<file path="src/rtl/rr_mux_arbiter.sv">
// Four-way round-robin arbiter with a hold limit, driving a shared 1-bit mux.
// Grant, select and busy are registered; the mux output is combinational.
module rr_mux_arbiter #(
    parameter int HOLD_MAX = 8
) (
    input  logic       clk,
    input  logic       rst_n,
    input  logic [3:0] req,
    input  logic       a,
    input  logic       b,
    input  logic       c,
    input  logic       d,
    output logic [3:0] gnt,
    output logic [1:0] sel,
    output logic       busy,
    output logic       y
);

    typedef enum logic {IDLE, BUSY} state_t;

    localparam logic [7:0] HOLD_LAST = 8'(HOLD_MAX - 1);

    state_t     state, state_nxt;
    logic [1:0] ptr, ptr_nxt;
    logic [7:0] hold_cnt, hold_nxt;
    logic [3:0] gnt_nxt;
    logic [1:0] sel_nxt;
    logic       busy_nxt;
    logic [3:0] others;
    logic [1:0] winner_any, winner_others;

    // Search starts one past 'last', so 'last' itself is the final candidate.
    function automatic logic [1:0] rr_pick(input logic [3:0] r, input logic [1:0] last);
        logic [1:0] idx;
        logic       found;
        rr_pick = last;
        found   = 1'b0;
        for (int k = 1; k <= 4; k++) begin
            idx = last + 2'(k);
            if (r[idx] && !found) begin
                rr_pick = idx;
                found   = 1'b1;
            end
        end
    endfunction

    assign others        = req & ~(4'b0001 << sel);
    assign winner_any    = rr_pick(req, ptr);
    assign winner_others = rr_pick(others, sel);

    always_comb begin
        state_nxt = state;
        gnt_nxt   = gnt;
        sel_nxt   = sel;
        busy_nxt  = busy;
        hold_nxt  = hold_cnt;
        ptr_nxt   = ptr;
        case (state)
            IDLE: begin
                if (|req) begin
                    state_nxt = BUSY;
                    gnt_nxt   = 4'b0001 << winner_any;
                    sel_nxt   = winner_any;
                    ptr_nxt   = winner_any;
                    busy_nxt  = 1'b1;
                    hold_nxt  = 8'd0;
                end
            end
            BUSY: begin
                if (!req[sel]) begin
                    if (|req) begin
                        gnt_nxt  = 4'b0001 << winner_any;
                        sel_nxt  = winner_any;
                        ptr_nxt  = winner_any;
                        hold_nxt = 8'd0;
                    end else begin
                        state_nxt = IDLE;
                        gnt_nxt   = 4'b0000;
                        sel_nxt   = 2'd0;
                        busy_nxt  = 1'b0;
                        hold_nxt  = 8'd0;
                    end
                end else if (hold_cnt < HOLD_LAST) begin
                    hold_nxt = hold_cnt + 8'd1;
                end else if (|others) begin
                    // Timeout with contenders: the owner is masked out so it ranks last.
                    gnt_nxt  = 4'b0001 << winner_others;
                    sel_nxt  = winner_others;
                    ptr_nxt  = winner_others;
                    hold_nxt = 8'd0;
                end else begin
                    hold_nxt = 8'd0;
                end
            end
            default: state_nxt = IDLE;
        endcase
    end

    // Pointer resets to 3 so requester 0 is searched first.
    always_ff @(posedge clk or negedge rst_n) begin
        if (!rst_n) begin
            state    <= IDLE;
            gnt      <= 4'b0000;
            sel      <= 2'd0;
            busy     <= 1'b0;
            hold_cnt <= 8'd0;
            ptr      <= 2'd3;
        end else begin
            state    <= state_nxt;
            gnt      <= gnt_nxt;
            sel      <= sel_nxt;
            busy     <= busy_nxt;
            hold_cnt <= hold_nxt;
            ptr      <= ptr_nxt;
        end
    end

    always_comb begin
        y = 1'b0;
        if (busy) begin
            case (sel)
                2'd0:    y = a;
                2'd1:    y = b;
                2'd2:    y = c;
                default: y = d;
            endcase
        end
    end

endmodule
</file>
<file path="config.mk">
export PLATFORM = sky130hd
export DESIGN_NAME = rr_mux_arbiter
export DESIGN_NICKNAME = d
export VERILOG_FILES = /design/src/rtl/rr_mux_arbiter.sv
export SDC_FILE = /design/constraint.sdc
export NUM_CORES = 1
export LEC_CHECK = 0
export BUFFER_PORTS_ARGS = -buffer_cell sky130_fd_sc_hd__clkbuf_2
export CAP_MARGIN = 20
export CORE_MARGIN = 4
export CORE_UTILIZATION = 50
export DETAILED_ROUTE_END_ITERATION = 10
export PLACE_DENSITY_LB_ADDON = 0.3
export SYNTH_ARGS = -nofsm -noshare
export SYNTH_HDL_FRONTEND = slang
export SYNTH_SLANG_ARGS = --single-unit
</file>
<file path="constraint.sdc">
create_clock -name clk -period 4.32 [get_ports clk]
set_clock_uncertainty 0.1 [all_clocks]
set_input_delay 0.648 -clock clk [delete_from_list [all_inputs] [get_ports clk]]
set_output_delay 0.648 -clock clk [all_outputs]
set_load 0.02 [all_outputs]
</file>
==> results of run 1 <==
-- stage by stage --
step / hold slack [ns] / area [um^2] / util
after floorplan: 0.252 / 1270 / -
after global placement: 0.401 / 1370 / 0.558
after detailed placement: 0.413 / 1370 / 0.558
after CTS: 0.185 / 1400 / 0.569
after global routing: 0.205 / 1400 / 0.569
final: 0.179 / 1400 / 0.569
-- how the worst max path moves through the flow --
| stage | end | slack (ns) | start | cells after the start |
|---|---|---|---|---|
| final | y | 1.49 | sel[1] | 6 |
| after global routing | y | 1.39 | sel[1] | 6 |
| after CTS | y | 1.48 | sel[1] | 6 |
| after detailed placement | y | 1.82 | sel[1] | 6 |
| after global placement | y | 1.83 | sel[1] | 6 |
| after floorplan | y | 1.99 | sel[0] | 5 |
-- registers in the layout, indices dropped and copies added (netlist names) --
| signal | cells |
|---|---|
| sel | 2 |
| hold_cnt | 8 |
| gnt | 4 |
| ptr | 2 |
| state | 1 |
| busy | 1 |
-- per-layer routing --
| metal | track usage | routed length, um | vias up | share of wire |
|---|---|---|---|---|
| met5 | 0 | 0 | - | 0 |
| met4 | 0.0430 | 31 | 0 | 0.011 |
| met3 | 0.0461 | 140 | 4 | 0.050 |
| met2 | 0.284 | 1260 | 29 | 0.45 |
| met1 | 0.250 | 1340 | 544 | 0.48 |
| li1 | - | - | 557 | - |
-- final cells by class --
| class | instances | area, um^2 |
|---|---|---|
| clock buffers | 4 | 26.3 |
| fillers | 240 | 1060 |
| inverters | 6 | 22.5 |
| multi-input cells | 113 | 772 |
| flip-flops and latches | 18 | 453 |
| well taps | 30 | 37.5 |
| repair buffers | 17 | 85.1 |
-- worst max-delay path, cell delays in order, from the launching register on --
cell	delay, ns
dfrtp_1	0.61
inv_1	0.17
ha_1	0.24
a222oi_1	0.33
o21ai_0	0.12
and2_1	0.16
clkbuf_2	0.15
-- power groups by stage --
stage,clock [uW],sequential [uW],combinational (uW)
after CTS,87.9,302,598
after floorplan,0,308,470
after detailed placement,0,305,593
after global routing,96.0,311,674
after global placement,0,302,581
final,83.9,302,604
-- cells by family after synthesis --
kind of cell,count (synthesis),share of synthesized area
fa+ha+maj,6,0.0570
buf+inv,9,0.0383
flops,18,0.356
simple gates,57,0.247
compound gates,43,0.245
mux,7,0.0580
-- cell usage in the layout, fill, tap and decap left out, types with 2 or more instances in the layout --
cell / instances
clkbuf_2: 17
o22ai_2: 3
nand3b_1: 3
and2_1: 3
nand3_1: 2
inv_2: 2
inv_1: 4
nand2b_1: 5
and3_1: 2
or3_1: 2
o21ai_0: 5
nor2b_1: 2
a211oi_1: 2
o211ai_1: 2
a21oi_1: 10
nor3_1: 2
dfstp_2: 2
dfrtp_1: 16
nor4_2: 2
nand2_1: 13
ha_1: 5
a31oi_1: 5
mux2i_1: 6
nor2_1: 15
clkbuf_4: 3
==> impl_results.md, run 1 <==
* WL per Instance at 14.8 um
* H-tree Lvls at 1
* Arr. time, crit path at 2.08 ns
* Critical path class: flip-flop to output port
* # hold bufs at CTS at 0
* RSZ-0062 raised after global routing: no
* Power density over the cells at 709 nW/um^2
* Residual DRC at 0
* CTS tree: done
* Crit start category: flip-flop
* Die area at 3420 um^2
* Max-slew violations at 0
* Die Y at 58.5 um
* Synth area leaders: dfrtp_1 31%, ha_1 4.9%, mux2i_1 4.7%, nor2_1 4.4%, dfstp_2 4.1%
* Max Root-Sink Buffers at 2
* Post-Syn Area at 1270 um^2
* Clock transition at path regs at 0.10 ns
* Status: finished clean
* Sw frac at 0.476
* Synth Flop Type: dfrtp_1
* Maximum vdd drop at 381 uV
* Fraction of registers with async set/reset at 1.00
* Synth area leader: dfrtp_1
* Skew-Pair Late Insertion Delay at 0.29 ns
* Final worst path period need at 2.83 ns
* Setup tns final at 0 ns
* Place WS at 1.82 ns
* Initial Utilization at 0.519
* Avg Inst Size Synth at 9.10 um^2
* Resized cells post-CTS at 0
* Seq pwr share at 0.305
* Initial antenna violation count at 0
* Critical R2R Capture: gnt[3]
* Vias per cell at 6.03
* Number of buffers created by CTS at 3
* Synth top area share at 0.314
* Clock Tree Root: clkbuf_4
* Total Power at 989 uW
* CP required at 3.57 ns
* Max-Cap Viols at 0
* Yosys cell types at 49
* Pre-Repair DR Iteration Count at 4
* Placed insts at 184
* HP Class: primary input to asynchronous set/reset pin
* Max FO, Critical Path at 12
* Leak Pwr at 0.000643 uW
* GPL Wtd Cong at 0.957
* Yosys warns at 0
* IO Count at 18
* Setup-failing EPs final at 0
* DRT iter0 DRCs at 48
* Vias in the first global route at 1080
* Max frequency at 353 MHz
* Die width at 58.5 um
* Worst R2R Path Depth at 8
* Top-count cell post-synth: dfrtp_1
* Setup slack, reg-to-reg at 1.78 ns
* Worst Setup End Kind: output port
* Slew HR at 0.640
* Worst-Margin Slew at 0.539 ns
* Register bit total from synthesis at 18
* Area grow syn2layout at 9.63%
* Antenna fix cells at 0
* Drt total wl at 2.77 mm
* Port Buffers at 17
* Post-synthesis cell count at 140
* Vias after detailed routing at 1134
* Fin. Hold Viols at 0
* Largest net degree at the start of global routing at 19
* Antenna-violating nets left at 0
* DP HPWL at 2.14 mm
* Final std cells w/o fill at 188
* Nets at 174
* Comb power frac at 0.610
* Core area at 2450 um^2
* Final global-route overflow total at 0
* Post-Syn Nets at 155
* Post-synth top cells: 16 x dfrtp_1, 15 x nor2_1, 13 x nand2_1
* Clock Sinks at 18
* Final period util at 0.656
* Share of cells above drive strength 1 at 0.215
* Row count at 18
* Clk pwr share at 0.085
* Sequential-to-total area share from yosys stat at 0.356
* P_int at 519 uW
* Startpoint of the worst register-to-register path: sel[1]
* Setup Fix Bufs, Post-CTS at 0
* Switching pwr at 471 uW
* PnR worst setup slack at 1.49 ns
* Post-synth EDFFs at 0
* GRT Util Overall at 0.181
* First-pass GRT wire length at 4.84 mm
No activity file was read; power rests on OpenSTA's default activity.
==> inputs of run 2 (changes only) <==
- ABC_AREA: not set -> 1
- clock period: 4.32 -> 2.3 ns (I/O delays scaled with it)
==> run 2 against run 1 <==
Compared with the run above: global-route usage fell by 0.68 points; non-clock buffer count is 3 higher; synthesized cell count up 59%; die area increased by 18%; core utilization rose by 2.6 points; sequential share of layout area decreased by 5.7 points.
==> impl_results.md, run 2 <==
* H-tree Lvls at 1
* M1 GR Usage at 0.228
* Post-synth top cells: 54 x nand2_1, 32 x nand3_1, 25 x inv_1
* Most frequent cells in the layout: 53 x nand2_1, 31 x nand3_1, 24 x inv_1, 19 x nor2_1, 17 x clkbuf_2
* Synth top area share at 0.261
* Final std cells w/o fill at 275
* Share of cells above drive strength 1 at 0.254
* Biggest regs: hold_cnt: 8 flops, gnt: 4 flops
* Core area at 2850 um^2
* Vias per cell at 5.41
* Yosys warns at 0
* DRT iter0 DRCs at 91
* Worst-Margin Slew at 0.440 ns
* Die width at 63.4 um
* Synth area leaders: dfrtp_1 26%, nand2_1 13%, nand3_1 10%, inv_1 6.1%, a21oi_1 4.9%
* GPL Wtd Cong at 0.877
* Yosys cell types at 31
* PnR worst setup slack at 0.191 ns
* Initial antenna violation count at 0
* Fin. Hold Viols at 0
* HP Class: flip-flop to flip-flop
* Setup tns final at 0 ns
* Post-synth EDFFs at 0
* Largest net degree at the start of global routing at 19
* DP HPWL at 2.61 mm
* CTS tree: done
* Residual DRC at 0
* Critical path class: flip-flop to flip-flop
* Post-Syn Area at 1540 um^2
* Die Y at 63.4 um
* Antenna fix cells at 0
* Worst Setup End Kind: flip-flop
* IO Count at 18
* Max FO, Critical Path at 13
* Commonest non-fill, non-tap cell in the layout: nand2_1
* Largest Register: hold_cnt
* Port Buffers at 17
* Clock transition at path regs at 0.10 ns
* Final period util at 0.917
* CP required at 2.39 ns
* Vias after detailed routing at 1488
* Clock Sinks at 18
* Max reg flops at 8
* Drt total wl at 3.29 mm
* Vias in the first global route at 1357
* Status: finished clean
* WL per Instance at 12.0 um
* Gr busiest metal: met2
* GRT Util Overall at 0.174
* Sequential-to-total area share from yosys stat at 0.295
* Critical path launch point: sel[0]
* Placed insts at 270
* Post-synthesis cell count at 223
* Slew HR at 0.706
* Max-Cap Viols at 0
* Hold path startpoint: gnt[2]
* First-pass GRT wire length at 5.78 mm
* Synth area leader: dfrtp_1
* Max frequency at 474 MHz
* Max Root-Sink Buffers at 2
* Max-slew violations at 0
* Pre-Repair DR Iteration Count at 5
* Synth Flop Type: dfrtp_1
* Row count at 19
* Post-Syn Nets at 238
* Number of buffers created by CTS at 3
* RSZ-0062 raised after global routing: yes
* Nets at 260
* M3 GR Usage at 0.0409
* Skew-Pair Late Insertion Delay at 0.29 ns
* Antenna-violating nets left at 0
* Final global-route overflow total at 0
* Initial Utilization at 0.539
* Final worst path period need at 2.11 ns
* Crit start category: flip-flop
* Arr. time, crit path at 2.20 ns
* GR met2 Demand/Resource at 0.289
* Startpoint of the worst register-to-register path: sel[0]
* Clock Tree Root: clkbuf_4
* Register bit total from synthesis at 18
* Place WS at 0.201 ns
* Fraction of registers with async set/reset at 1.00
* Area grow syn2layout at 10.5%
* Setup Fix Bufs, Post-CTS at 0
* Top-count cell post-synth: nand2_1
* Setup-failing EPs final at 0
* Die area at 4020 um^2
* Avg Inst Size Synth at 6.89 um^2
## run 2: cell count changes after synthesis, sizes merged, moves of 6 or more
cell and delta:
mux2i -7, a21oi +7, nand2 +59, nor2 +6
nand3 +32, inv +26, nand2b -6
## run 2: cell type report
cell class                 count  area [um^2]
multi-input combinational    170          931
clock buffer                   4         36.3
tap                           31         38.8
sequential                    18          454
fill                         273         1150
inverter                      32          128
timing repair buffer          20          110
## run 2: cells by family after synthesis
kind of cell	synth area share
and+or+nand+nor	0.438
buffers and inverters	0.104
AOI/OAI and AO/OA	0.122
DFF	0.295
adders and majority gates	0.0407
## run 2: worst paths after layout
path                                to  slack (ns)  cells past startpoint
min in group asynchronous  hold_cnt[6]        0.41                      2
max reg2reg                     sel[1]        0.19                     14
max                             sel[1]        0.19                     14
min                             gnt[2]        0.39                      2
max in group asynchronous       ptr[1]        1.36                      2
min reg2reg                     gnt[2]        0.39                      2
## run 2: routing by layer
layer	part of all wire	vias to the layer above
met5	0	-
met4	0.0064	0
met3	0.045	4
met2	0.49	25
met1	0.46	690
li1	-	769
## run 2: stage by stage
step	hold WS (ns)	utilization	cell area, um^2
finish	0.393	0.595	1700
global route	0.397	0.595	1700
CTS	0.381	0.592	1690
detailed placement	0.208	0.576	1640
global placement	0.214	0.576	1640
floorplan	-0.0506	-	1540
## run 2: what timing repair did
item	in CTS	in global routing
endpoints found under the hold margin	16	0
endpoints found under the setup margin	0	4
gates resized for setup	0	4
hold buffers	1	0
## run 2: worst max-delay path: stages (launching register included)
cell,delay (ns)
dfrtp_1,0.40
buf_4,0.18
ha_1,0.24
inv_1,0.08
nand3_1,0.12
nand3_1,0.12
nand2_1,0.13
nand3_1,0.12
nand2_1,0.06
nand2_1,0.05
nand2_1,0.08
nand2_1,0.12
nand3_1,0.07
o21ai_0,0.08
inv_1,0.06
Power of run 2 is not shown: default switching activity piles up to over one toggle a cycle in this logic, so the estimate is an artifact.
==> inputs of run 3 (changes only) <==
- clock period: 2.3 -> 2.03 ns (I/O delays scaled with it)
==> run 3 against run 2 <==
Compared with the run above: routed wire length increased by 27%; sequential cell count unchanged; worst hold slack got worse by 0.037 ns; die area unchanged; critical path depth decreased by 8; first-iteration DRC count increased by 26%; cell area increased by 21%; final cell count increased by 6.9%; core utilization increased by 12 points; register-to-register slack got worse by 0.13 ns; highest routed layer unchanged.
==> impl_results.md, run 3 (synthesis gave the netlist of run 2 again) <==
* Vias after detailed routing at 1596
* Area grow syn2layout at 33.4%
* CTS tree: done
* Slowest cell on crit path: dfrtp_2
* Multi-input logic area at 1110 um^2
* Worst Setup End Kind: output port
* Max Root-Sink Buffers at 2
* Worst-path cell chain: buf_4 > ha_4 > inv_4 > o21ai_0 > a31oi_1 > clkbuf_2
* Most frequent cells in the layout: 43 x nand2_1, 22 x nand3_1, 21 x nand2_2, 19 x inv_1
* Vias per cell at 5.43
* GRT Util Overall at 0.190
* First-pass GRT wire length at 6.27 mm
* Status: finished clean
* Worst-Margin Slew at 0.455 ns
* DP HPWL at 2.68 mm
* DRT iter0 DRCs at 115
* GPL Wtd Cong at 0.892
* Largest net degree at the start of global routing at 19
* WL per Instance at 14.3 um
* Post-route cell area at 2050 um^2
* Max FO, Critical Path at 4
* Die area at 4020 um^2
* Flip-flop and latch area at 455 um^2
* Skew-Pair Late Insertion Delay at 0.31 ns
* Pre-Repair DR Iteration Count at 4
* Family with the most delay on the worst path: flip-flops
* Residual DRC at 0
* RSZ-0062 raised after global routing: yes
* Commonest non-fill, non-tap cell in the layout: nand2_1
* Final worst path period need at 2.02 ns
* Max frequency at 495 MHz
* Drt total wl at 4.19 mm
* Final global-route overflow total at 0
* Fin. Hold Viols at 0
* Biggest regs: hold_cnt: 8 flops, gnt: 4 flops
* Final period util at 0.996
* Share of cells above drive strength 1 at 0.456
* CP peak stage delay at 0.46 ns
* Worst path bufs/invs at 3
* Max-slew violations at 0
* Crit start category: flip-flop
* Arr. time, crit path at 1.62 ns
* Antenna fix cells at 0
* Fill count at 220
* Clock Tree Root: clkbuf_4
* Hold slack at 0.357 ns
* Max reg flops at 8
* Port Buffers at 17
* HP Class: primary input to asynchronous set/reset pin
* Largest Register: hold_cnt
* H-tree Lvls at 1
* Max-Cap Viols at 0
* Initial Utilization at 0.539
* Core area at 2850 um^2
* Setup-failing EPs final at 0
* IO Count at 18
* Vias in the first global route at 1405
* Placed Area at 1690 um^2
* Clock transition at path regs at 0.11 ns
* Die Y at 63.4 um
* Nets at 279
* Slew HR at 0.697
* Critical path class: flip-flop to output port
* Clock Sinks at 18
* Row count at 19
* Initial antenna violation count at 0
* CP required at 1.63 ns
* Final Util at 0.718
* Die width at 63.4 um
* Antenna-violating nets left at 0
* Number of buffers created by CTS at 3
[run 3: changes by cell type in the layout (fill, tap and decap cells not counted), moves of 3 or more]
| cell | change |
|---|---|
| a21oi_1 | -5 |
| a21oi_2 | +5 |
| buf_4 | +14 |
| buf_6 | +3 |
| ha_1 | -4 |
| ha_4 | +3 |
| inv_1 | -5 |
| inv_4 | +4 |
| nand2_1 | -10 |
| nand2_2 | +8 |
| nand3_1 | -9 |
| nand3_2 | +7 |
| o21ai_2 | +3 |
[run 3: final timing paths]
check,startpoint,cells after the start,end,slack (ns)
worst min-delay path,rst_n,2,hold_cnt[6],0.36
worst max register to register,sel[0],13,gnt[0],0.06
worst max-delay path,sel[1],6,y,0.009
min in group clk,req[0],3,state,0.36
max in group asynchronous,rst_n,2,ptr[0],1.13
worst min register to register,hold_cnt[7],2,hold_cnt[7],0.40
[run 3: through the flow]
step	worst slack, ns	setup TNS [ns]	instances
CTS	0.0127	0	283
global placement	-0.0291	-0.0530	276
detailed placement	-0.0500	-0.180	276
global route	-0.0618	-0.381	294
finish	0.00909	0	294
floorplan	0.0325	0	223
[run 3: area by class of cell]
class / count / area share
well taps: 31 / 0.0189
inverters: 32 / 0.0672
flip-flops and latches: 18 / 0.222
repair buffers: 38 / 0.131
clock buffers: 4 / 0.0177
multi-input cells: 171 / 0.543
[run 3: layer usage]
metal,GRT usage,up-vias,share of wire
li1,-,805,-
met1,0.248,727,0.43
met2,0.308,48,0.50
met3,0.0426,16,0.042
met4,0.0647,0,0.027
met5,0,-,0
[run 3: repair_timing]
action | 4_1_cts | 5_1_grt
hold buffers | 1 | 0
gates cloned | 0 | 1
setup endpoints to repair | 6 | 9
hold endpoints to repair | 16 | 0
pin swaps | 2 | 21
resized for setup | 4 | 55
setup buffers | 2 | 10
Power of run 3 is left out for the same reason.
